`src/rtl/frv_gpr_wport_arbiter_if.sv`:
```
// Write-port bundle: writeback and long-unit requests in,
// register file write and pending mask out.
interface frv_gpr_wport_arbiter_if #(
  parameter int XLEN = 32
);
  logic            wb_valid;
  logic [4:0]      wb_rd;
  logic [XLEN-1:0] wb_wdata;
  logic            wb_ready;
  logic            lu_valid;
  logic [4:0]      lu_rd;
  logic [XLEN-1:0] lu_wdata;
  logic            lu_ready;
  logic            gpr_wen;
  logic [4:0]      gpr_rd;
  logic [XLEN-1:0] gpr_wdata;
  logic [31:0]     lu_pend_mask;

  modport master (
    output wb_valid, wb_rd, wb_wdata,
    output lu_valid, lu_rd, lu_wdata,
    input  wb_ready, lu_ready,
    input  gpr_wen, gpr_rd, gpr_wdata,
    input  lu_pend_mask
  );

  modport slave (
    input  wb_valid, wb_rd, wb_wdata,
    input  lu_valid, lu_rd, lu_wdata,
    output wb_ready, lu_ready,
    output gpr_wen, gpr_rd, gpr_wdata,
    output lu_pend_mask
  );
endinterface

```
`src/rtl/frv_gpr_wport_arbiter.sv`:
```
// GPR write-port arbiter: writeback vs a 2-entry long-unit FIFO,
// with a starvation override and a per-register pending mask.
module frv_gpr_wport_arbiter #(
  parameter int XLEN         = 32,
  parameter int STARVE_LIMIT = 4
) (
  input logic                      g_clk,
  input logic                      g_reset,
  frv_gpr_wport_arbiter_if.slave   port
);

  localparam logic [3:0] LIMIT = 4'(STARVE_LIMIT);

  logic [4:0]      rd_q   [2];
  logic [XLEN-1:0] data_q [2];
  logic [4:0]      rd_d   [2];
  logic [XLEN-1:0] data_d [2];
  logic            wptr_q, wptr_d;
  logic            rptr_q, rptr_d;
  logic [1:0]      cnt_q, cnt_d;
  logic [3:0]      starve_q, starve_d;

  logic nonempty;
  logic force_lu;
  logic lu_win;
  logic wb_win;
  logic push;
  logic pop;
  logic [31:0] mask;

  assign nonempty = (cnt_q != 2'd0);
  assign force_lu = nonempty && (starve_q == LIMIT);

  assign lu_win = !g_reset && nonempty
                  && (force_lu || !port.wb_valid);
  assign wb_win = !g_reset && !force_lu && port.wb_valid;

  assign port.wb_ready = !g_reset && !force_lu;
  assign port.lu_ready = !g_reset && (cnt_q != 2'd2);

  assign push = port.lu_valid && port.lu_ready;
  assign pop  = lu_win;

  always_comb begin
    port.gpr_rd    = '0;
    port.gpr_wdata = '0;
    unique case (1'b1)
      lu_win: begin
        port.gpr_rd    = rd_q[rptr_q];
        port.gpr_wdata = data_q[rptr_q];
      end
      wb_win: begin
        port.gpr_rd    = port.wb_rd;
        port.gpr_wdata = port.wb_wdata;
      end
      default: ;
    endcase
  end

  assign port.gpr_wen = (lu_win || wb_win)
                        && (port.gpr_rd != 5'd0);

  // Head counts as pending even while being popped.
  always_comb begin
    mask = '0;
    if (cnt_q != 2'd0) mask[rd_q[rptr_q]]  = 1'b1;
    if (cnt_q == 2'd2) mask[rd_q[!rptr_q]] = 1'b1;
    mask[0] = 1'b0;
  end

  assign port.lu_pend_mask = g_reset ? 32'd0 : mask;

  always_comb begin
    rd_d   = rd_q;
    data_d = data_q;
    wptr_d = wptr_q;
    rptr_d = rptr_q;
    cnt_d  = cnt_q;
    if (push) begin
      rd_d[wptr_q]   = port.lu_rd;
      data_d[wptr_q] = port.lu_wdata;
      wptr_d         = !wptr_q;
    end
    if (pop) rptr_d = !rptr_q;
    unique case ({push, pop})
      2'b10:   cnt_d = cnt_q + 2'd1;
      2'b01:   cnt_d = cnt_q - 2'd1;
      default: cnt_d = cnt_q;
    endcase
  end

  always_comb begin
    starve_d = starve_q;
    if (!nonempty || pop)
      starve_d = '0;
    else if (starve_q < LIMIT)
      starve_d = starve_q + 4'd1;
  end

  always_ff @(posedge g_clk) begin
    if (g_reset) begin
      rd_q     <= '{default: '0};
      data_q   <= '{default: '0};
      wptr_q   <= 1'b0;
      rptr_q   <= 1'b0;
      cnt_q    <= 2'd0;
      starve_q <= 4'd0;
    end else begin
      rd_q     <= rd_d;
      data_q   <= data_d;
      wptr_q   <= wptr_d;
      rptr_q   <= rptr_d;
      cnt_q    <= cnt_d;
      starve_q <= starve_d;
    end
  end

endmodule

```
`src/flat_wrapper.sv`:
```
// flat-port wrapper written by rule: the top's interface ports become plain ports
module frv_gpr_wport_arbiter_flat 
#(
  parameter int XLEN         = 32,
  parameter int STARVE_LIMIT = 4
)
  (g_clk, g_reset, port_wb_valid, port_wb_rd, port_wb_wdata, port_lu_valid, port_lu_rd, port_lu_wdata, port_wb_ready, port_lu_ready, port_gpr_wen, port_gpr_rd, port_gpr_wdata, port_lu_pend_mask);
  frv_gpr_wport_arbiter_if #(.XLEN(XLEN)) port_i ();
  input logic g_clk;
  input logic g_reset;
  input wire logic [$bits(port_i.wb_valid)-1:0] port_wb_valid;
  input wire logic [$bits(port_i.wb_rd)-1:0] port_wb_rd;
  input wire logic [$bits(port_i.wb_wdata)-1:0] port_wb_wdata;
  input wire logic [$bits(port_i.lu_valid)-1:0] port_lu_valid;
  input wire logic [$bits(port_i.lu_rd)-1:0] port_lu_rd;
  input wire logic [$bits(port_i.lu_wdata)-1:0] port_lu_wdata;
  output wire logic [$bits(port_i.wb_ready)-1:0] port_wb_ready;
  output wire logic [$bits(port_i.lu_ready)-1:0] port_lu_ready;
  output wire logic [$bits(port_i.gpr_wen)-1:0] port_gpr_wen;
  output wire logic [$bits(port_i.gpr_rd)-1:0] port_gpr_rd;
  output wire logic [$bits(port_i.gpr_wdata)-1:0] port_gpr_wdata;
  output wire logic [$bits(port_i.lu_pend_mask)-1:0] port_lu_pend_mask;
  assign port_i.wb_valid = port_wb_valid;
  assign port_i.wb_rd = port_wb_rd;
  assign port_i.wb_wdata = port_wb_wdata;
  assign port_i.lu_valid = port_lu_valid;
  assign port_i.lu_rd = port_lu_rd;
  assign port_i.lu_wdata = port_lu_wdata;
  assign port_wb_ready = port_i.wb_ready;
  assign port_lu_ready = port_i.lu_ready;
  assign port_gpr_wen = port_i.gpr_wen;
  assign port_gpr_rd = port_i.gpr_rd;
  assign port_gpr_wdata = port_i.gpr_wdata;
  assign port_lu_pend_mask = port_i.lu_pend_mask;
  frv_gpr_wport_arbiter #(.XLEN(XLEN), .STARVE_LIMIT(STARVE_LIMIT)) u_core (.g_clk(g_clk), .g_reset(g_reset), .port(port_i));
endmodule
```
`config.mk`:
```
export PLATFORM = sky130hd
export DESIGN_NAME = frv_gpr_wport_arbiter_flat
export DESIGN_NICKNAME = d
export VERILOG_FILES = /design/src/rtl/frv_gpr_wport_arbiter_if.sv /design/src/rtl/frv_gpr_wport_arbiter.sv /design/src/flat_wrapper.sv
export SDC_FILE = /design/constraint.sdc
export NUM_CORES = 1
export LEC_CHECK = 0
export BUFFER_PORTS_ARGS = -buffer_cell sky130_fd_sc_hd__clkbuf_2
export CAP_MARGIN = 10
export CORE_UTILIZATION = 55
export DETAILED_ROUTE_END_ITERATION = 6
export GPL_ROUTABILITY_DRIVEN = 0
export GPL_TIMING_DRIVEN = 0
export PLACE_DENSITY = 0.95
export SLEW_MARGIN = 20
export SYNTH_ARGS = -nofsm -noshare
export SYNTH_HDL_FRONTEND = slang
export SYNTH_SLANG_ARGS = --single-unit
```
`constraint.sdc`:
```
create_clock -name g_clk -period 3.9 [get_ports g_clk]
set_clock_uncertainty 0.1 [all_clocks]
set_input_delay 0.195 -clock g_clk [delete_from_list [all_inputs] [get_ports g_clk]]
set_output_delay 0.195 -clock g_clk [all_outputs]
set_load 0.1 [all_outputs]
```
==> impl_summary.txt <==
----------------------------------------------------
[Status]
  Result of the run ... complete, but fails checks
  Violated checks ... design-rule violations

[Setup path]
  Setup crit start kind ... register
  Worst R2R End ... u_core.cnt_q[1]$_SDFFE_PP0P_
  Critical-path maximum fanout ... 10
  Launch point of the worst reg-to-reg path ... u_core.starve_q[0]$_SDFFE_PP0N_
  Worst Setup End Kind ... output pin
  Worst reg2reg setup slack ... about 1200 ps
  Worst r2r path cells ... 10
  Data arrival time of the worst path ... 2730 ps
  WS Path Type ... reg -> out
  Critical path required time ... around 3600 ps

[Synth]
  Parity-gate share of the synthesized area counting xor and xnor cells ... 0.00758
  Adder-cell area share of the yosys netlist ... 0.00812
  Post-synthesis instance area ... ~4600 µm²
  Total of warnings raised by yosys ... 0
  Distinct cell type count of the synthesized netlist ... 44
  Fraction of the mapped netlist area in compound gates ... 0.214
  Top-area cell type share of the netlist area ... 0.355
  Synth Area per Inst ... 7.93 µm²
  Sequential cell area fraction in the yosys report ... 0.355
  Largest area contributor in the netlist ... sky130_fd_sc_hd__dfxtp_1
  Dominant combinational cell family by area after synthesis ... simple AND/OR/NAND/NOR gates
  Syn Inst Count ... 583
  Total nets after synthesis ... between 600 and 700
  Top post-synthesis cells by area ... sky130_fd_sc_hd__dfxtp_1 35%, sky130_fd_sc_hd__nand2_1 12%, sky130_fd_sc_hd__mux2i_1 9.5%
  Yosys reg bits ... just over 80
  Multiplexer fraction of the synthesized cell area ... 0.120
  Simple-gate share of the synthesized area ... 0.231

[Clock tree]
  # Post-CTS Setup Buffers ... 0
  Clock insertion delay at the later pin of the skew report ... around 360 ps
  Clock tree from TritonCTS ... yes
  CTS clock-pin slew for the worst setup and hold paths ... roughly 80 ps
  Post-cts repair resize count ... 0
  CTS root buffer ... sky130_fd_sc_hd__clkbuf_8
  Inserted Clock Buffers ... 9
  Number of buffers between clock root and the deepest sink ... 2
  H-tree depth ... 3
  CTS sink count ... 82

[Cells and area]
  Sequential standard cell area ... 1640 µm²
  Nets ... between 800 and 900
  Share of cells above drive strength 1 ... 0.276
  Area used by multi-input combinational logic ... roughly 2700 µm²
  Area added between synthesis and finish ... 30.8%
  Filler cell count ... 564
  Antenna diode instance count ... 0

[Detailed routing]
  First-pass iteration count of the detailed router ... 7
  Via-per-instance ratio ... slightly above 6
  Count of unresolved DRC violations after routing ... 11
  Antenna-violating nets left ... 0
  Average wire per standard cell ... between 15 and 20 µm
  Total wirelength of the detailed-routed design ... approximately 16000 µm
  Number of DRC violations after detailed-routing iteration 0 ... between 400 and 500
  Via count of the routed design ... 5370

[Flow run]
  Max-cap check violation count ... 0

[STA]
  Timing-limited maximum frequency ... ~0.33 GHz
  Number of max-slew violations in the final report ... 0
  Final Hold Violating Endpoints ... 0
  TNS Setup ... 0 ps
  Worst slew margin relative to its limit ... 0.522
  Final worst hold slack ... 16.6 ps
  Slew at the pin with the worst max-slew slack ... 714 ps
  Final critical-path share of the clock period ... 0.776
  Number of failing setup endpoints in the final timing report ... 0
  Setup repair after global routing missed its margin ... no
  Minimum clock period after layout ... approximately 3000 ps

[Placed design]
  Half-perimeter wire length of the detailed placement result ... slightly above 10000 µm
  Input/output buffers ... between 100 and 150

[Pwr]
  Overall power ... 2.05 mW
  P per Cell Area ... around 340 nW/µm²
  IR Drop Worst-Case VDD ... a little over 0.3 mV
  Leakage Power ... between 2 and 2.5 nW

[Die]
  Height of the die ... approximately 94 µm
  Rows ... 33
  Boundary pin count ... 150
  Effective utilization at floorplan ... 0.566
  CORE AREA ... 8180 µm²
  Die footprint ... between 8000 and 9000 µm²
  Die X-Extent ... 93.7 µm

[GRT]
  Number of global-route vias before repair ... about 5300
  Initial antenna violation count ... 0
  Combined global-route utilization of all metal layers ... 0.356
  Gr ovfl total ... 0
  Global-route wire length before repair ... around 24000 µm
  Largest net degree at the start of global routing ... 14

[Hold path]
  Class of the most critical hold timing path ... in -> reg
  Beginning of the worst hold path ... port_lu_rd[4]
  Hold Path Depth ... 3
  WHS Endpoint ... u_core.rd_q[4]$_SDFFE_PP0P_

----------------------------------------------------
==> metrics by stage <==
step,cell area [µm²],util,instances,worst slack [ps]
after CTS,6050,0.740,888,908
after floorplan,4620,-,583,251
final,6050,0.740,888,872
after global placement,5500,0.672,836,1360
after global routing,6050,0.740,888,734
after detailed placement,5500,0.672,836,1260
==> per-layer routing <==
metal,routed length [µm],vias to the layer above,share of wire,track usage
met1,5920,2498,0.38,0.384
met4,474,0,0.030,0.181
li1,-,2436,-,-
met2,8040,380,0.51,0.661
met5,0,-,0,0
met3,1360,56,0.086,0.0615
==> how the worst max path moves through the flow <==
stage	startpoint	end	slack (ps)	depth (start not counted)
after floorplan	u_core.starve_q[0]$_SDFFE_PP0N_	port_gpr_wen	250	7
after global placement	u_core.cnt_q[0]$_SDFFE_PP0P_	port_gpr_wdata[11]	1360	6
after detailed placement	u_core.starve_q[0]$_SDFFE_PP0N_	u_core.cnt_q[1]$_SDFFE_PP0P_	1260	10
after CTS	u_core.cnt_q[0]$_SDFFE_PP0P_	port_gpr_wdata[11]	910	6
after global routing	u_core.cnt_q[0]$_SDFFE_PP0P_	port_gpr_wdata[31]	730	6
final	u_core.cnt_q[0]$_SDFFE_PP0P_	port_gpr_wdata[28]	870	6
==> cells in the final DEF (no fill, tap or decap), drive strengths merged, types with 2 or more instances in the layout <==
| master | Yosys | final |
|---|---|---|
| a21oi | 85 | 85 |
| a22oi | 31 | 31 |
| buf | 27 | 27 |
| clkbuf | 19 | 179 |
| clkinv | 0 | 2 |
| clkinvlp | 0 | 2 |
| dfxtp | 82 | 82 |
| dlygate4sd3 | 0 | 36 |
| ha | 3 | 3 |
| inv | 4 | 4 |
| mux2 | 6 | 6 |
| mux2i | 46 | 46 |
| nand2 | 149 | 149 |
| nand3b | 5 | 5 |
| nor2 | 49 | 49 |
| nor3 | 14 | 14 |
| nor3b | 2 | 2 |
| nor4 | 4 | 4 |
| o21ai | 2 | 2 |
| o2bb2ai | 32 | 32 |
| or3 | 2 | 2 |
| or3b | 3 | 3 |
| xnor2 | 2 | 2 |
| xor2 | 2 | 2 |
==> registers in the layout (all words and copies together), names as in the netlist <==
signal and cells:
u_core.cnt_q 2, u_core.rd_q 10, u_core.wptr_q 1, u_core.rptr_q 1
u_core.data_q 64, u_core.starve_q 4
==> where the power goes <==
| part | leakage, nW | internal [mW] | switching [mW] | total (mW) |
|---|---|---|---|---|
| Clock | 0.0944 | 0.281 | 0.314 | 0.596 |
| Combinational | 1.56 | 0.172 | 0.385 | 0.557 |
| Sequential | 0.666 | 0.870 | 0.0276 | 0.897 |
==> synthesized netlist by cell type (all sizes together) <==
cell type	number
clkbuf	19
mux2	6
nand2b	1
or4	1
and4b	1
inv	4
nand3b	5
xor2	2
buf	27
a21oi	85
nor4	4
xnor2	2
nand2	149
nor3b	2
nor2b	1
a211o	1
o2bb2ai	32
mux2i	46
nand4b	1
and3b	1
conb	1
ha	3
a22oi	31
nor2	49
o21a	1
o21ai	2
or3	2
or4b	1
nor3	14
nor4b	1
dfxtp	82
a211oi	1
nand3	1
or3b	3
a21o	1
==> area by class of cell <==
cell class                      instances  share of cell area
Buffer                                 46              0.0466
Clock inverter                          4             0.00414
Tap cell                              105              0.0217
Sequential cell                        82               0.271
Multi-Input combinational cell        451               0.444
Timing Repair Buffer                  184               0.182
Clock buffer                           12              0.0273
Inverter                                4             0.00248
==> cells by family after synthesis <==
| kind of cell | count (synthesis) |
|---|---|
| compound gates | 154 |
| flops | 82 |
| other cells | 1 |
| simple gates | 237 |
| fa+ha+maj | 3 |
| xor+xnor | 4 |
| mux | 52 |
| buf+inv | 50 |
==> critical path: stages (launching register included) <==
cell	delay, ps
sky130_fd_sc_hd__dfxtp_1	380
sky130_fd_sc_hd__nor2_2	370
sky130_fd_sc_hd__o21ai_1	210
sky130_fd_sc_hd__nor2_1	370
sky130_fd_sc_hd__buf_2	370
sky130_fd_sc_hd__o2bb2ai_1	180
sky130_fd_sc_hd__clkbuf_2	490
==> repair_timing <==
item / 4_1_cts / 5_1_grt
endpoints found under the setup margin: 0 / 0
hold buffers: 36 / 0
hold endpoints to repair: 65 / 0
No activity file was read; power rests on OpenSTA's default activity.
